[src/rtl/l1d_mmu_bridge_if.sv]
// Cache-side request/response and word-bus signals of the L1D-to-memory bridge.
// The master modport is the bridge's view; slave is the view of the cache/memory environment.
interface l1d_mmu_bridge_if;
  logic         l1_mmu_req_read;
  logic         l1_mmu_req_write;
  logic [31:0]  l1_mmu_req_addr;
  logic [255:0] l1_mmu_write_data;
  logic         mmu_l1_done;
  logic [255:0] mmu_l1_read_data;
  logic         mem_req;
  logic         mem_we;
  logic [31:0]  mem_addr;
  logic [31:0]  mem_wdata;
  logic         mem_ack;
  logic [31:0]  mem_rdata;
  logic         mmu_busy;

  modport master (
    input  l1_mmu_req_read, l1_mmu_req_write, l1_mmu_req_addr, l1_mmu_write_data,
    output mmu_l1_done, mmu_l1_read_data,
    output mem_req, mem_we, mem_addr, mem_wdata,
    input  mem_ack, mem_rdata,
    output mmu_busy
  );

  modport slave (
    output l1_mmu_req_read, l1_mmu_req_write, l1_mmu_req_addr, l1_mmu_write_data,
    input  mmu_l1_done, mmu_l1_read_data,
    input  mem_req, mem_we, mem_addr, mem_wdata,
    output mem_ack, mem_rdata,
    input  mmu_busy
  );
endinterface

[src/rtl/l1d_mmu_bridge.sv]
// Serialises L1D 256-bit line fills/write-backs and MMIO words into 32-bit beats on the word bus.
// All outputs come straight from flops loaded with the values implied by the next state.
module l1d_mmu_bridge #(
  parameter logic [31:0] MMIO_BASE = 32'hFFFF_0000,
  parameter logic [31:0] MMIO_MASK = 32'hFFFF_0000
) (
  input  logic              sys_clk,
  input  logic              rst,
  l1d_mmu_bridge_if.master  bus
);

  typedef enum logic [2:0] {
    ST_IDLE  = 3'd0,
    ST_WLINE = 3'd1,
    ST_RLINE = 3'd2,
    ST_MMIO  = 3'd3,
    ST_DONE  = 3'd4
  } state_t;

  function automatic logic is_mmio_addr(input logic [31:0] a);
    return (a & MMIO_MASK) == MMIO_BASE;
  endfunction

  state_t       state_r,      state_nxt_s;
  logic [2:0]   beat_r,       beat_nxt_s;
  logic [31:0]  addr_r,       addr_nxt_s;
  logic [255:0] wdata_r,      wdata_nxt_s;
  logic         op_write_r,   op_write_nxt_s;
  logic [255:0] rdata_r,      rdata_nxt_s;
  logic         mem_req_r,    mem_req_nxt_s;
  logic         mem_we_r,     mem_we_nxt_s;
  logic [31:0]  mem_addr_r,   mem_addr_nxt_s;
  logic [31:0]  mem_wdata_r,  mem_wdata_nxt_s;
  logic         done_r,       done_nxt_s;
  logic         busy_r,       busy_nxt_s;
  logic         beat_ack_s;

  // An ack only completes a beat while a request is actually on the bus.
  assign beat_ack_s = mem_req_r & bus.mem_ack;

  // Next-state, request latching, read-data capture and next output values.
  always_comb begin
    state_nxt_s    = state_r;
    beat_nxt_s     = beat_r;
    addr_nxt_s     = addr_r;
    wdata_nxt_s    = wdata_r;
    op_write_nxt_s = op_write_r;
    rdata_nxt_s    = rdata_r;

    case (state_r)
      ST_IDLE: begin
        if (bus.l1_mmu_req_write || bus.l1_mmu_req_read) begin
          addr_nxt_s     = bus.l1_mmu_req_addr;
          wdata_nxt_s    = bus.l1_mmu_write_data;
          op_write_nxt_s = bus.l1_mmu_req_write;
          beat_nxt_s     = 3'd0;
          if (is_mmio_addr(bus.l1_mmu_req_addr)) begin
            state_nxt_s = ST_MMIO;
          end else if (bus.l1_mmu_req_write) begin
            state_nxt_s = ST_WLINE;
          end else begin
            state_nxt_s = ST_RLINE;
          end
        end else begin
          state_nxt_s = ST_IDLE;
        end
      end
      ST_WLINE, ST_RLINE: begin
        if (beat_ack_s) begin
          if (state_r == ST_RLINE) begin
            rdata_nxt_s[{beat_r, 5'd0} +: 32] = bus.mem_rdata;
          end else begin
            rdata_nxt_s = rdata_r;
          end
          if (beat_r == 3'd7) begin
            state_nxt_s = ST_DONE;
          end else begin
            beat_nxt_s = beat_r + 3'd1;
          end
        end else begin
          state_nxt_s = state_r;
        end
      end
      ST_MMIO: begin
        if (beat_ack_s) begin
          if (!op_write_r) begin
            rdata_nxt_s = {224'd0, bus.mem_rdata};
          end else begin
            rdata_nxt_s = rdata_r;
          end
          state_nxt_s = ST_DONE;
        end else begin
          state_nxt_s = ST_MMIO;
        end
      end
      ST_DONE: state_nxt_s = ST_IDLE;
      default: state_nxt_s = ST_IDLE;
    endcase

    mem_req_nxt_s   = 1'b0;
    mem_we_nxt_s    = 1'b0;
    mem_addr_nxt_s  = 32'd0;
    mem_wdata_nxt_s = 32'd0;
    case (state_nxt_s)
      ST_WLINE: begin
        mem_req_nxt_s   = 1'b1;
        mem_we_nxt_s    = 1'b1;
        mem_addr_nxt_s  = {addr_nxt_s[31:5], beat_nxt_s, 2'b00};
        mem_wdata_nxt_s = wdata_nxt_s[{beat_nxt_s, 5'd0} +: 32];
      end
      ST_RLINE: begin
        mem_req_nxt_s   = 1'b1;
        mem_addr_nxt_s  = {addr_nxt_s[31:5], beat_nxt_s, 2'b00};
      end
      ST_MMIO: begin
        mem_req_nxt_s   = 1'b1;
        mem_we_nxt_s    = op_write_nxt_s;
        mem_addr_nxt_s  = addr_nxt_s;
        mem_wdata_nxt_s = op_write_nxt_s ? wdata_nxt_s[31:0] : 32'd0;
      end
      default: mem_req_nxt_s = 1'b0;
    endcase

    done_nxt_s = (state_nxt_s == ST_DONE);
    busy_nxt_s = (state_nxt_s != ST_IDLE);
  end

  // State and registered outputs; reset drops any beat in flight without a done pulse.
  always_ff @(posedge sys_clk) begin
    if (rst) begin
      state_r     <= ST_IDLE;
      beat_r      <= 3'd0;
      addr_r      <= 32'd0;
      wdata_r     <= 256'd0;
      op_write_r  <= 1'b0;
      rdata_r     <= 256'd0;
      mem_req_r   <= 1'b0;
      mem_we_r    <= 1'b0;
      mem_addr_r  <= 32'd0;
      mem_wdata_r <= 32'd0;
      done_r      <= 1'b0;
      busy_r      <= 1'b0;
    end else begin
      state_r     <= state_nxt_s;
      beat_r      <= beat_nxt_s;
      addr_r      <= addr_nxt_s;
      wdata_r     <= wdata_nxt_s;
      op_write_r  <= op_write_nxt_s;
      rdata_r     <= rdata_nxt_s;
      mem_req_r   <= mem_req_nxt_s;
      mem_we_r    <= mem_we_nxt_s;
      mem_addr_r  <= mem_addr_nxt_s;
      mem_wdata_r <= mem_wdata_nxt_s;
      done_r      <= done_nxt_s;
      busy_r      <= busy_nxt_s;
    end
  end

  assign bus.mem_req          = mem_req_r;
  assign bus.mem_we           = mem_we_r;
  assign bus.mem_addr         = mem_addr_r;
  assign bus.mem_wdata        = mem_wdata_r;
  assign bus.mmu_l1_done      = done_r;
  assign bus.mmu_l1_read_data = rdata_r;
  assign bus.mmu_busy         = busy_r;

endmodule

[src/flat_wrapper.sv]
// flat-port wrapper written by rule: the top's interface ports become plain ports
module l1d_mmu_bridge_flat 
#(
  parameter logic [31:0] MMIO_BASE = 32'hFFFF_0000,
  parameter logic [31:0] MMIO_MASK = 32'hFFFF_0000
)
  (sys_clk, rst, bus_l1_mmu_req_read, bus_l1_mmu_req_write, bus_l1_mmu_req_addr, bus_l1_mmu_write_data, bus_mmu_l1_done, bus_mmu_l1_read_data, bus_mem_req, bus_mem_we, bus_mem_addr, bus_mem_wdata, bus_mem_ack, bus_mem_rdata, bus_mmu_busy);
  l1d_mmu_bridge_if bus_i ();
  input  logic sys_clk;
  input  logic rst;
  input wire logic [$bits(bus_i.l1_mmu_req_read)-1:0] bus_l1_mmu_req_read;
  input wire logic [$bits(bus_i.l1_mmu_req_write)-1:0] bus_l1_mmu_req_write;
  input wire logic [$bits(bus_i.l1_mmu_req_addr)-1:0] bus_l1_mmu_req_addr;
  input wire logic [$bits(bus_i.l1_mmu_write_data)-1:0] bus_l1_mmu_write_data;
  output wire logic [$bits(bus_i.mmu_l1_done)-1:0] bus_mmu_l1_done;
  output wire logic [$bits(bus_i.mmu_l1_read_data)-1:0] bus_mmu_l1_read_data;
  output wire logic [$bits(bus_i.mem_req)-1:0] bus_mem_req;
  output wire logic [$bits(bus_i.mem_we)-1:0] bus_mem_we;
  output wire logic [$bits(bus_i.mem_addr)-1:0] bus_mem_addr;
  output wire logic [$bits(bus_i.mem_wdata)-1:0] bus_mem_wdata;
  input wire logic [$bits(bus_i.mem_ack)-1:0] bus_mem_ack;
  input wire logic [$bits(bus_i.mem_rdata)-1:0] bus_mem_rdata;
  output wire logic [$bits(bus_i.mmu_busy)-1:0] bus_mmu_busy;
  assign bus_i.l1_mmu_req_read = bus_l1_mmu_req_read;
  assign bus_i.l1_mmu_req_write = bus_l1_mmu_req_write;
  assign bus_i.l1_mmu_req_addr = bus_l1_mmu_req_addr;
  assign bus_i.l1_mmu_write_data = bus_l1_mmu_write_data;
  assign bus_mmu_l1_done = bus_i.mmu_l1_done;
  assign bus_mmu_l1_read_data = bus_i.mmu_l1_read_data;
  assign bus_mem_req = bus_i.mem_req;
  assign bus_mem_we = bus_i.mem_we;
  assign bus_mem_addr = bus_i.mem_addr;
  assign bus_mem_wdata = bus_i.mem_wdata;
  assign bus_i.mem_ack = bus_mem_ack;
  assign bus_i.mem_rdata = bus_mem_rdata;
  assign bus_mmu_busy = bus_i.mmu_busy;
  l1d_mmu_bridge #(.MMIO_BASE(MMIO_BASE), .MMIO_MASK(MMIO_MASK)) u_core (.sys_clk(sys_clk), .rst(rst), .bus(bus_i));
endmodule
[config.mk]
export PLATFORM = sky130hd
export DESIGN_NAME = l1d_mmu_bridge_flat
export DESIGN_NICKNAME = d
export VERILOG_FILES = /design/src/rtl/l1d_mmu_bridge_if.sv /design/src/rtl/l1d_mmu_bridge.sv /design/src/flat_wrapper.sv
export SDC_FILE = /design/constraint.sdc
export NUM_CORES = 1
export LEC_CHECK = 0
export ABC_AREA = 1
export CORE_ASPECT_RATIO = 1.5
export CORE_MARGIN = 5
export CORE_UTILIZATION = 30
export DETAILED_ROUTE_END_ITERATION = 6
export MAX_ROUTING_LAYER = met4
export PLACE_DENSITY_LB_ADDON = 0.12
export SYNTH_ARGS = -nofsm -noshare
export SYNTH_HDL_FRONTEND = slang
export SYNTH_SLANG_ARGS = --single-unit
[constraint.sdc]
create_clock -name sys_clk -period 3.5 [get_ports sys_clk]
set_input_delay 0.35 -clock sys_clk [delete_from_list [all_inputs] [get_ports sys_clk]]
set_output_delay 0.35 -clock sys_clk [all_outputs]
set_load 0.01 [all_outputs]
==> results of run 1 <==
[how the worst max path moves through the flow]
stage / from / endpoint / depth (start not counted) / slack, ns
5_1_grt: u_core.beat_r[1]$_SDFF_PP0_ / u_core.bus.mmu_l1_read_data[137]$_SDFFE_PP0P_ / 9 / 0.44
4_1_cts: u_core.beat_r[1]$_SDFF_PP0_ / u_core.bus.mmu_l1_read_data[137]$_SDFFE_PP0P_ / 9 / 0.59
3_5_place_dp: bus_mem_ack / u_core.bus.mem_wdata[19]$_SDFF_PP0_ / 12 / 0.48
6_report: u_core.beat_r[1]$_SDFF_PP0_ / u_core.bus.mmu_l1_read_data[137]$_SDFFE_PP0P_ / 9 / 0.63
2_1_floorplan: u_core.beat_r[0]$_SDFF_PP0_ / u_core.bus.mmu_l1_read_data[237]$_SDFFE_PP0P_ / 13 / 1.02
3_3_place_gp: bus_mem_ack / u_core.bus.mem_wdata[5]$_SDFF_PP0_ / 11 / 0.50
[kinds of logic after synthesis]
group / Yosys count
AND/OR/NAND/NOR: 2124
multiplexers: 3
AO/OA/AOI/OAI: 575
buffers and inverters: 636
flip-flops: 619
adder cells (fa/ha/maj): 3
[cells in the mapped netlist]
library cell / n
inv_1: 350
clkbuf_1: 176
nor2_4: 2
a21oi_1: 358
a2111oi_4: 1
nor2_1: 494
inv_2: 8
nand3_1: 390
nor2_2: 4
buf_1: 12
o41ai_1: 1
nand2_2: 3
or2_0: 3
nand3_2: 1
o21ai_2: 1
nor3_4: 1
o21ai_0: 172
nor4_1: 29
buf_2: 75
nand4_1: 7
buf_4: 15
a21boi_0: 32
mux2i_1: 3
dfxtp_1: 619
a21oi_4: 1
ha_1: 3
o21ai_1: 9
nor4_2: 2
nor3_1: 32
nand2_1: 1156
[per-layer routing]
metal / track usage (%) / vias up / share of wire (%) / wire length [um]
li1: - / 13548 / - / -
met1: 28.44 / 12794 / 37 / 46950
met2: 45.86 / 998 / 51 / 64230
met3: 3.711 / 190 / 6.3 / 7831
met4: 12.01 / 0 / 5.0 / 6221
met5: - / - / 0 / 0
[stage by stage]
step / utilization (%) / power, mW / instance area [sq um] / std cells
final: 41.49 / 19.55 / 36800 / 5700
after global routing: 41.49 / 20.46 / 36800 / 5700
after CTS: 41.46 / 19.81 / 36770 / 5688
after detailed placement: 38.87 / 12.18 / 34480 / 5570
after global placement: 38.87 / 12.16 / 34480 / 5570
after floorplan: - / 10.26 / 26660 / 3960
[sequential cells by signal (all words and copies together) (netlist names), 3 cells and up]
name	flops
u_core.bus.mem_wdata	32
u_core.state_r	3
u_core.bus.mmu_l1_read_data	256
u_core.bus.mem_addr	32
u_core.wdata_r	256
u_core.beat_r	3
u_core.addr_r	32
[power by group through the flow]
stage / logic, mW / registers [mW] / clock network [mW]
after floorplan: 2.31 / 7.95 / 0
after global placement: 4.22 / 7.95 / 0
after detailed placement: 4.22 / 7.95 / 0
after CTS: 4.24 / 7.80 / 7.76
after global routing: 4.62 / 7.85 / 7.99
final: 4.19 / 7.80 / 7.56
[critical path, stage by stage (launching register included)]
cell and delay, ns:
dfxtp_1 0.37, inv_1 0.12, ha_1 0.20, ha_1 0.38, nand2_1 0.22, nor4_4 0.06, o21ai_2 0.86, buf_4 0.35
nand2_1 0.07, a21oi_1 0.16
[final cells by class]
class                      instances  area, sq um
clock inverter                    21        269.0
tap                             1156         1446
timing repair buffer             732         7435
multi-input combinational       2705        11860
antenna                           12        30.03
inverter                         358         1344
clock buffer                      97         2024
fill                            9350        51890
sequential                       619        12390
==> impl_metrics.csv, run 1 <==
group,metric,value,unit
status,status,"complete, but fails checks",
status,failed_checks,"design-rule violations",
critical_path,crit_path_start_kind,"flop",
synth,synth-xor-area-share,0,%
detailed_routing,route.detailed.drc,2,
synth,synth.mux.area_fraction,0.1126,%
layout,drive_above_1_share,5.163,%
critical_path,cp_max_fo,21,
timing,hold_viol_final,0,
critical_path,r2r_slack,0.63,ns
timing,post-route-min-period,2.868,ns
synth,syn_area_per_cell,6.733,sq um
detailed_routing,final_antenna_net_count,0,
timing,setup_tns,0,ns
clocking,clockRootBuffer,"clkbuf_16",
timing,fin_skew,0.02047,ns
global_route,grt-ovfl-total,0,
placement,dp_hpwl,92830,um
synth,seq_area_frac_synth,46.48,%
synth,synth_compound_area_share,11.25,%
layout,area_delta_synth_final,38.02,%
critical_path,critPathKind,"reg -> reg",
timing,finalMaxSlewViolations,0,
placement,portBuffers,648,
floorplanning,rows,134,
floorplanning,floorplan.initialDensity,30.06,%
pwr,seq_power_share,39.9,%
detailed_routing,drt-initial-drc-count,1866,
detailed_routing,vias,27530,
synth,synth_area_leaders,"dfxtp_1 46%, nand2_1 16%, nand3_1 7.3%",
floorplanning,die_h,375.1,um
clocking,cts-resized-gates,0,
clocking,cts_max_level,3,
synth,synth_cells,3960,
synth,synth_cell_type_count,30,
layout,final_common_cell,"nand2_1",
critical_path,setup.worst_path.end_class,"flop",
pwr,p_int,13.51,mW
floorplanning,dieWidth,253.4,um
synth,synthSimpleGateAreaFrac,32.51,%
critical_path,r2r-end,"u_core.bus.mmu_l1_read_data[137]$_SDFFE_PP0P_",
synth,synth_top_family_by_area,"simple AND/OR/NAND/NOR gates",
floorplanning,fp.dieArea,95060,sq um
clocking,insertion_delay,0.65,ns
pwr,switching_share,30.90,%
layout,fin_nets,4812,
detailed_routing,routedWlPerCell,21.97,um
worst_hold_path,holdPathStages,2,
synth,yosysTopAreaCell,"dfxtp_1",
timing,tightestPinTransition,1.118,ns
synth,synth_seq_cells,619,
pwr,ir_drop,0.3456,mV
timing,timing.slew.headroom,25.46,%
pwr,pwr-share-clk,38.7,%
floorplanning,ios,649,
global_route,antenna_found_initial,19,
worst_hold_path,hold_path.class,"in -> reg",
timing,hold_ws,0.1134,ns
synth,ys_warn_count,0,
worst_hold_path,hold_end,"u_core.bus.mmu_l1_read_data[138]$_SDFFE_PP0P_",
synth,synth_fp_nets,4288,
clocking,cts_setup_buffers,0,
clocking,postCtsHoldBufs,0,
global_route,grt_max_degree,142,
pwr,p_leak,15.27,nW
critical_path,reg2regPathDepth,9,
timing,setup_slack,0.6315,ns
placement,place_ws,0.4802,ns
detailed_routing,viasPerCell,4.830,
detailed_routing,routed_wirelength,125200,um
clocking,cts_buffers,68,
clocking,clockBufferDepth,3,
worst_hold_path,hp-start,"rst",
timing,setup_viol,0,
pwr,p_sw,6.040,mW
global_route,grt_pass1_wl,179300,um
pwr,powerDensity,531.2,nW/um^2
timing,fin_crit_sh,81.96,%
timing,fmax,348.6,MHz
floorplanning,core_area,88690,sq um
clocking,path_clk_slew,0.06,ns
synth,synth_top_area_share,46.48,%
job,maxCapViolations,0,
pwr,combPwrFrac,21.4,%
clocking,cts_tree,"done",
placement,routabilityCongestion,0.9023,
global_route,grt_usage,25.85,%
clocking,clock-sinks,619,
critical_path,critical_path_arrival,3.42,ns
detailed_routing,dr.pass1.iters,7,
critical_path,required,4.05,ns
layout,layout_common_cells,"1152 x nand2_1, 647 x clkdlybuf4s50_1, 619 x dfxtp_1, 489 x nor2_1, 390 x nand3_1",
global_route,grt_pass1_vias,26441,
critical_path,r2r-start,"u_core.beat_r[1]$_SDFF_PP0_",
synth,syn_area,26660,sq um
timing,grt_setup_unrepaired,"false",
synth,synthAdderAreaFrac,0.1408,%
(Power assumes the default switching activity.)
==> inputs of run 2 (changes only) <==
==> constraint.sdc (replaced) <==
create_clock -name sys_clk -period 3 [get_ports sys_clk]
set_input_delay 0.3 -clock sys_clk [delete_from_list [all_inputs] [get_ports sys_clk]]
set_output_delay 0.3 -clock sys_clk [all_outputs]
set_load 0.01 [all_outputs]
==> run 2 against run 1 <==
The run now ends clean. Cell count is 0.44% higher. Highest routed layer unchanged. Clock power grew 14%. Final area increased by 0.26%. Critical path depth is 5 higher. Critical endpoint is now u_core.bus.mem_wdata[19]$_SDFF_PP0_.
==> impl_metrics.csv, run 2 (synthesis results as in run 1) <==
group,metric,value,unit
detailed_routing,routed.top_layer,"met4",
timing,fin_crit_sh,90.54,%
detailed_routing,viasPerCell,4.830,
pwr,finalPower,22.70,mW
clocking,clockRootBuffer,"clkbuf_16",
detailed_routing,wl_met2,65450,um
clocking,cts_tree,"done",
detailed_routing,dr_wl_met3,8053,um
clocking,cts_setup_buffers,0,
critical_path,required,3.57,ns
detailed_routing,route.detailed.drc,0,
detailed_routing,wl_met1,47180,um
detailed_routing,routedWlPerCell,22.16,um
critical_path,r2r-start,"u_core.beat_r[1]$_SDFF_PP0_",
placement,place_area,34620,sq um
placement,place_ws,-0.08783,ns
clocking,clockBufferDepth,3,
placement,dpl.cell_count,5584,
worst_hold_path,hold_path.class,"in -> reg",
critical_path,r2r-end,"u_core.bus.mem_wdata[19]$_SDFF_PP0_",
timing,timing.slew.headroom,28.55,%
global_route,grt_usage,26.11,%
pwr,ir_drop,0.4133,mV
global_route,antenna_found_initial,23,
timing,hold_viol_final,0,
layout,regArea,12390,sq um
critical_path,crit_path_start_kind,"flop",
placement,dp_hpwl,93480,um
clocking,cts_buffers,68,
critical_path,critical_path_arrival,3.29,ns
layout,fin_cells,5725,
clocking,cts_max_level,3,
timing,fmax,368.2,MHz
detailed_routing,drt-initial-drc-count,2144,
detailed_routing,routed_wirelength,126900,um
timing,setup_slack,0.2838,ns
timing,post-route-min-period,2.716,ns
detailed_routing,vias,27650,
layout,final_common_cell,"nand2_1",
timing,tightestPinTransition,1.061,ns
critical_path,reg2regPathDepth,14,
pwr,p_leak,15.31,nW
worst_hold_path,hold_end,"u_core.beat_r[2]$_SDFF_PP0_",
floorplanning,dieWidth,253.4,um
critical_path,setup.worst_path.end_class,"flop",
worst_hold_path,hp-start,"rst",
critical_path,r2r_slack,0.28,ns
timing,grt_setup_unrepaired,"false",
placement,routabilityCongestion,0.9409,
pwr,powerDensity,615.4,nW/um^2
timing,hold_ws,0.04316,ns
floorplanning,die_h,375.1,um
layout,fill_cells,9348,
job,maxCapViolations,0,
detailed_routing,dr.pass1.iters,6,
pwr,p_sw,7.224,mW
layout,final_cell_area,36900,sq um
clocking,path_clk_slew,0.06,ns
floorplanning,core_area,88690,sq um
pwr,combPwrFrac,22.0,%
critical_path,critPathKind,"reg -> reg",
layout,layout_common_cells,"1152 x nand2_1, 647 x clkdlybuf4s50_1, 619 x dfxtp_1, 489 x nor2_1, 390 x nand3_1",
floorplanning,floorplan.initialDensity,30.06,%
clocking,clock-sinks,619,
layout,area_delta_synth_final,38.38,%
pwr,switching_share,31.82,%
layout,multi_input_area,11860,sq um
clocking,cts-resized-gates,0,
worst_hold_path,holdPathStages,2,
status,status,"completed",
floorplanning,fp.dieArea,95060,sq um
global_route,grt_pass1_wl,181500,um
placement,portBuffers,648,
timing,setup_viol,0,
timing,finalMaxSlewViolations,0,
clocking,postCtsHoldBufs,0,
pwr,seq_power_share,40.1,%
detailed_routing,final_antenna_net_count,0,
floorplanning,rows,134,
timing,fin_skew,0.01889,ns
global_route,grt_pass1_vias,26645,
critical_path,cp_max_fo,47,
pwr,pwr-share-clk,37.9,%
global_route,grt_max_degree,197,
clocking,insertion_delay,0.64,ns
pwr,p_int,15.48,mW
layout,fin_nets,4826,
global_route,grt-ovfl-total,0,
floorplanning,ios,649,
layout,drive_above_1_share,5.385,%
## run 2: changes by cell type in the layout (fill, tap and decap cells not counted), sizes merged
| cell | before | now |
|---|---|---|
| clkinv | 12 | 13 |
| bufinv | 5 | 3 |
| clkbuf | 97 | 100 |
| inv | 360 | 362 |
| buf | 85 | 99 |
| diode | 12 | 19 |
## run 2: worst max-delay path by stage
stage          cells after the start                                            end                         from  slack [ns]
2_1_floorplan                     13  u_core.bus.mmu_l1_read_data[237]$_SDFFE_PP0P_  u_core.beat_r[0]$_SDFF_PP0_        0.52
3_3_place_gp                       9   u_core.bus.mmu_l1_read_data[47]$_SDFFE_PP0P_                  bus_mem_ack       -0.08
3_5_place_dp                       9   u_core.bus.mmu_l1_read_data[47]$_SDFFE_PP0P_                  bus_mem_ack       -0.09
4_1_cts                           14            u_core.bus.mem_wdata[26]$_SDFF_PP0_  u_core.beat_r[1]$_SDFF_PP0_        0.27
5_1_grt                           14            u_core.bus.mem_wdata[28]$_SDFF_PP0_  u_core.beat_r[1]$_SDFF_PP0_        0.03
6_report                          14            u_core.bus.mem_wdata[19]$_SDFF_PP0_  u_core.beat_r[1]$_SDFF_PP0_        0.28
## run 2: through the flow
stage | setup TNS [ns] | util (%)
after CTS | 0 | 41.55
after detailed placement | -0.2663 | 39.03
after global placement | -0.2093 | 39.03
after global routing | 0 | 41.59
after floorplan | 0 | -
final | 0 | 41.60
## run 2: layout make-up
| type | instances | area share [%] |
|---|---|---|
| Sequential cell | 619 | 33.59 |
| Inverter | 358 | 3.642 |
| Timing Repair Buffer | 746 | 20.54 |
| Clock inverter | 22 | 0.7189 |
| Clock buffer | 100 | 5.317 |
| Multi-Input combinational cell | 2705 | 32.15 |
| Tap cell | 1156 | 3.920 |
| Antenna cell | 19 | 0.1289 |
## run 2: metal layers
metal | vias to the layer above | GRT usage, %
met4 | 0 | 12.41
met3 | 196 | 4.322
li1 | 13584 | -
met1 | 12858 | 28.33
met2 | 1012 | 46.21
met5 | - | -
## run 2: worst max-delay path: stages, from the launching register on
cell,delay [ns]
dfxtp_1,0.38
inv_1,0.12
ha_1,0.30
inv_1,0.16
nand2_1,0.07
nand2_1,0.06
nand2_1,0.05
nand3_1,0.11
nand2_4,0.09
inv_2,0.23
buf_12,0.32
nand3_1,0.36
nand3_1,0.20
nand3_1,0.09
a21oi_1,0.12
## run 2: power by group through the flow
stage | Combinational [mW] | Clock (mW) | Sequential, mW
final | 5.00 | 8.61 | 9.10
after global routing | 5.47 | 9.13 | 9.15
after CTS | 5.05 | 8.80 | 9.09
after detailed placement | 5.03 | 0 | 9.27
after global placement | 5.03 | 0 | 9.26
after floorplan | 2.69 | 0 | 9.28
==> inputs of run 3 (changes only) <==
--- a/config.mk
+++ b/config.mk
@@ -12,6 +12,7 @@
 export DETAILED_ROUTE_END_ITERATION = 6
 export MAX_ROUTING_LAYER = met4
 export PLACE_DENSITY_LB_ADDON = 0.12
+export SETUP_SLACK_MARGIN = 0.4
 export SYNTH_ARGS = -nofsm -noshare
 export SYNTH_HDL_FRONTEND = slang
 export SYNTH_SLANG_ARGS = --single-unit
==> run 3 against run 2 <==
Combinational power grew 2%. Utilization grew 0.21 points. Largest cell class unchanged. Cell count is essentially flat. Clock skew is essentially flat. Clock power is essentially flat. Critical path type unchanged.
==> impl_metrics.csv, run 3 (synthesis results as in run 1) <==
group,metric,value,unit
layout,fin_nets,4832,
global_route,grt_pass1_vias,26684,
critical_path,r2r-start,"u_core.state_r[2]$_SDFF_PP0_",
clocking,cts_tree,"done",
pwr,p_leak,15.40,nW
pwr,ir_drop,0.4108,mV
worst_hold_path,hold_path.class,"in -> reg",
critical_path,slowest_stage,"o21ai_0",
clocking,cts_max_level,3,
placement,routabilityCongestion,0.9409,
timing,post-route-min-period,2.507,ns
critical_path,max_stage_delay,0.73,ns
timing,setup_viol,0,
layout,area_delta_synth_final,39.06,%
detailed_routing,dr.pass1.iters,6,
detailed_routing,vias,27800,
floorplanning,floorplan.initialDensity,30.06,%
pwr,seq_power_share,39.8,%
global_route,grt-ovfl-total,0,
clocking,path_clk_slew,0.06,ns
clocking,clockRootBuffer,"clkbuf_16",
layout,fill_cells,9333,
timing,fmax,398.9,MHz
critical_path,path_cells,"nor2_4 > nand2_2 > a21oi_4 > buf_12 > buf_12 > o21ai_0 > nand2_1 > nand3_1 > nand3_1 > nand3_1 > a21oi_1",
global_route,grt_usage,26.18,%
critical_path,required,3.51,ns
global_route,antenna_found_initial,19,
timing,fin_skew,0.01938,ns
critical_path,crit_path_start_kind,"flop",
floorplanning,fp.dieArea,95060,sq um
clocking,clock-sinks,619,
floorplanning,die_h,375.1,um
floorplanning,core_area,88690,sq um
detailed_routing,viasPerCell,4.855,
timing,grt_setup_unrepaired,"false",
layout,final_cell_area,37080,sq um
timing,hold_viol_final,0,
detailed_routing,routed_wirelength,128000,um
timing,fin_crit_sh,83.56,%
placement,place_area,34620,sq um
pwr,switching_share,31.96,%
placement,dp_hpwl,93480,um
worst_hold_path,hp-start,"rst",
pwr,finalPower,22.83,mW
critical_path,setup.worst_path.end_class,"flop",
pwr,p_sw,7.296,mW
pwr,powerDensity,615.7,nW/um^2
floorplanning,dieWidth,253.4,um
layout,drive_above_1_share,5.860,%
pwr,pwr-share-clk,37.8,%
global_route,grt_pass1_wl,182100,um
clocking,insertion_delay,0.64,ns
detailed_routing,final_antenna_net_count,0,
layout,layout_common_cells,"1152 x nand2_1, 647 x clkdlybuf4s50_1, 619 x dfxtp_1, 483 x nor2_1, 382 x nand3_1",
critical_path,cp_max_fo,54,
timing,tightestPinTransition,1.136,ns
timing,finalMaxSlewViolations,0,
layout,final_common_cell,"nand2_1",
detailed_routing,routedWlPerCell,22.35,um
detailed_routing,route.detailed.drc,0,
floorplanning,ios,649,
status,status,"completed",
pwr,combPwrFrac,22.4,%
job,maxCapViolations,0,
placement,portBuffers,648,
pwr,p_int,15.53,mW
timing,timing.slew.headroom,23.44,%
detailed_routing,drt-initial-drc-count,2280,
critical_path,critPathKind,"reg -> reg",
global_route,grt_max_degree,197,
clocking,clockBufferDepth,3,
floorplanning,rows,134,
placement,dpl.cell_count,5584,
critical_path,crit_top_cell,"nand3_1",
critical_path,critical_path_arrival,3.02,ns
layout,fin_cells,5726,
critical_path,crit_start,"u_core.state_r[2]$_SDFF_PP0_",
clocking,cts_buffers,68,
run 3: changes by cell type in the layout (fill, tap and decap cells not counted), sizes merged:
cell | previous run | this run
clkbuf | 100 | 102
buf | 99 | 102
bufbuf | 0 | 1
diode | 19 | 14
run 3: metrics by stage:
| step | hold WS, ns | utilization (%) | setup WS (ns) | TNS, ns |
|---|---|---|---|---|
| detailed placement | 0.4547 | 39.03 | -0.08783 | -0.2663 |
| finish | 0.03886 | 41.81 | 0.4933 | 0 |
| global placement | 0.4500 | 39.03 | -0.08454 | -0.2093 |
| CTS | 0.02032 | 41.62 | 0.4392 | 0 |
| floorplan | 0.3825 | - | 0.5227 | 0 |
| global route | 0.05417 | 41.81 | 0.3844 | 0 |
run 3: power groups by stage:
stage	registers, mW	clock network (mW)	logic, mW
final	9.10	8.62	5.11
after CTS	9.09	8.80	5.07
after global placement	9.26	0	5.03
after detailed placement	9.27	0	5.03
after floorplan	9.28	0	2.69
after global routing	9.15	9.13	5.58
run 3: path summary, 6_finish.rpt:
kind,slack [ns],endpoint,cells past startpoint
setup reg to reg,0.49,u_core.bus.mem_wdata[5]$_SDFF_PP0_,11
setup / recovery,0.49,u_core.bus.mem_wdata[5]$_SDFF_PP0_,11
hold reg to reg,0.46,u_core.bus.mmu_l1_read_data[123]$_SDFFE_PP0P_,2
hold / removal,0.04,u_core.beat_r[2]$_SDFF_PP0_,2
run 3: cell type report:
cell class                      instances  area [sq um]  share of cell area [%]
Antenna cell                           14         35.03                 0.09449
Clock inverter                         22         265.3                  0.7154
Timing Repair Buffer                  752          7697                   20.76
Tap cell                             1156          1446                   3.901
Clock buffer                          100          1962                   5.291
Inverter                              358          1351                   3.644
Multi-Input combinational cell       2705         11930                   32.17
Sequential cell                       619         12390                   33.42
run 3: repair_timing:
item | in CTS | in global routing
pin swaps | 0 | 1
endpoints found under the hold margin | 0 | 0
cloned | 1 | 2
resized for setup | 9 | 19
hold buffers | 0 | 0
setup buffers | 0 | 3
endpoints found under the setup margin | 20 | 89
run 3: layer usage:
layer	global-route usage (%)	up-vias	routed length (um)
li1	-	13591	-
met1	28.57	12961	47340
met2	46.26	1053	65960
met3	4.072	195	8277
met4	12.58	0	6386
met5	-	-	0
run 3: worst max-delay path: cells and delay by family, from the launching register on:
family / cells / cell delay, ns
compound gates: 3 / 0.87
buf+inv: 2 / 0.38
flops: 1 / 0.51
simple gates: 6 / 0.59
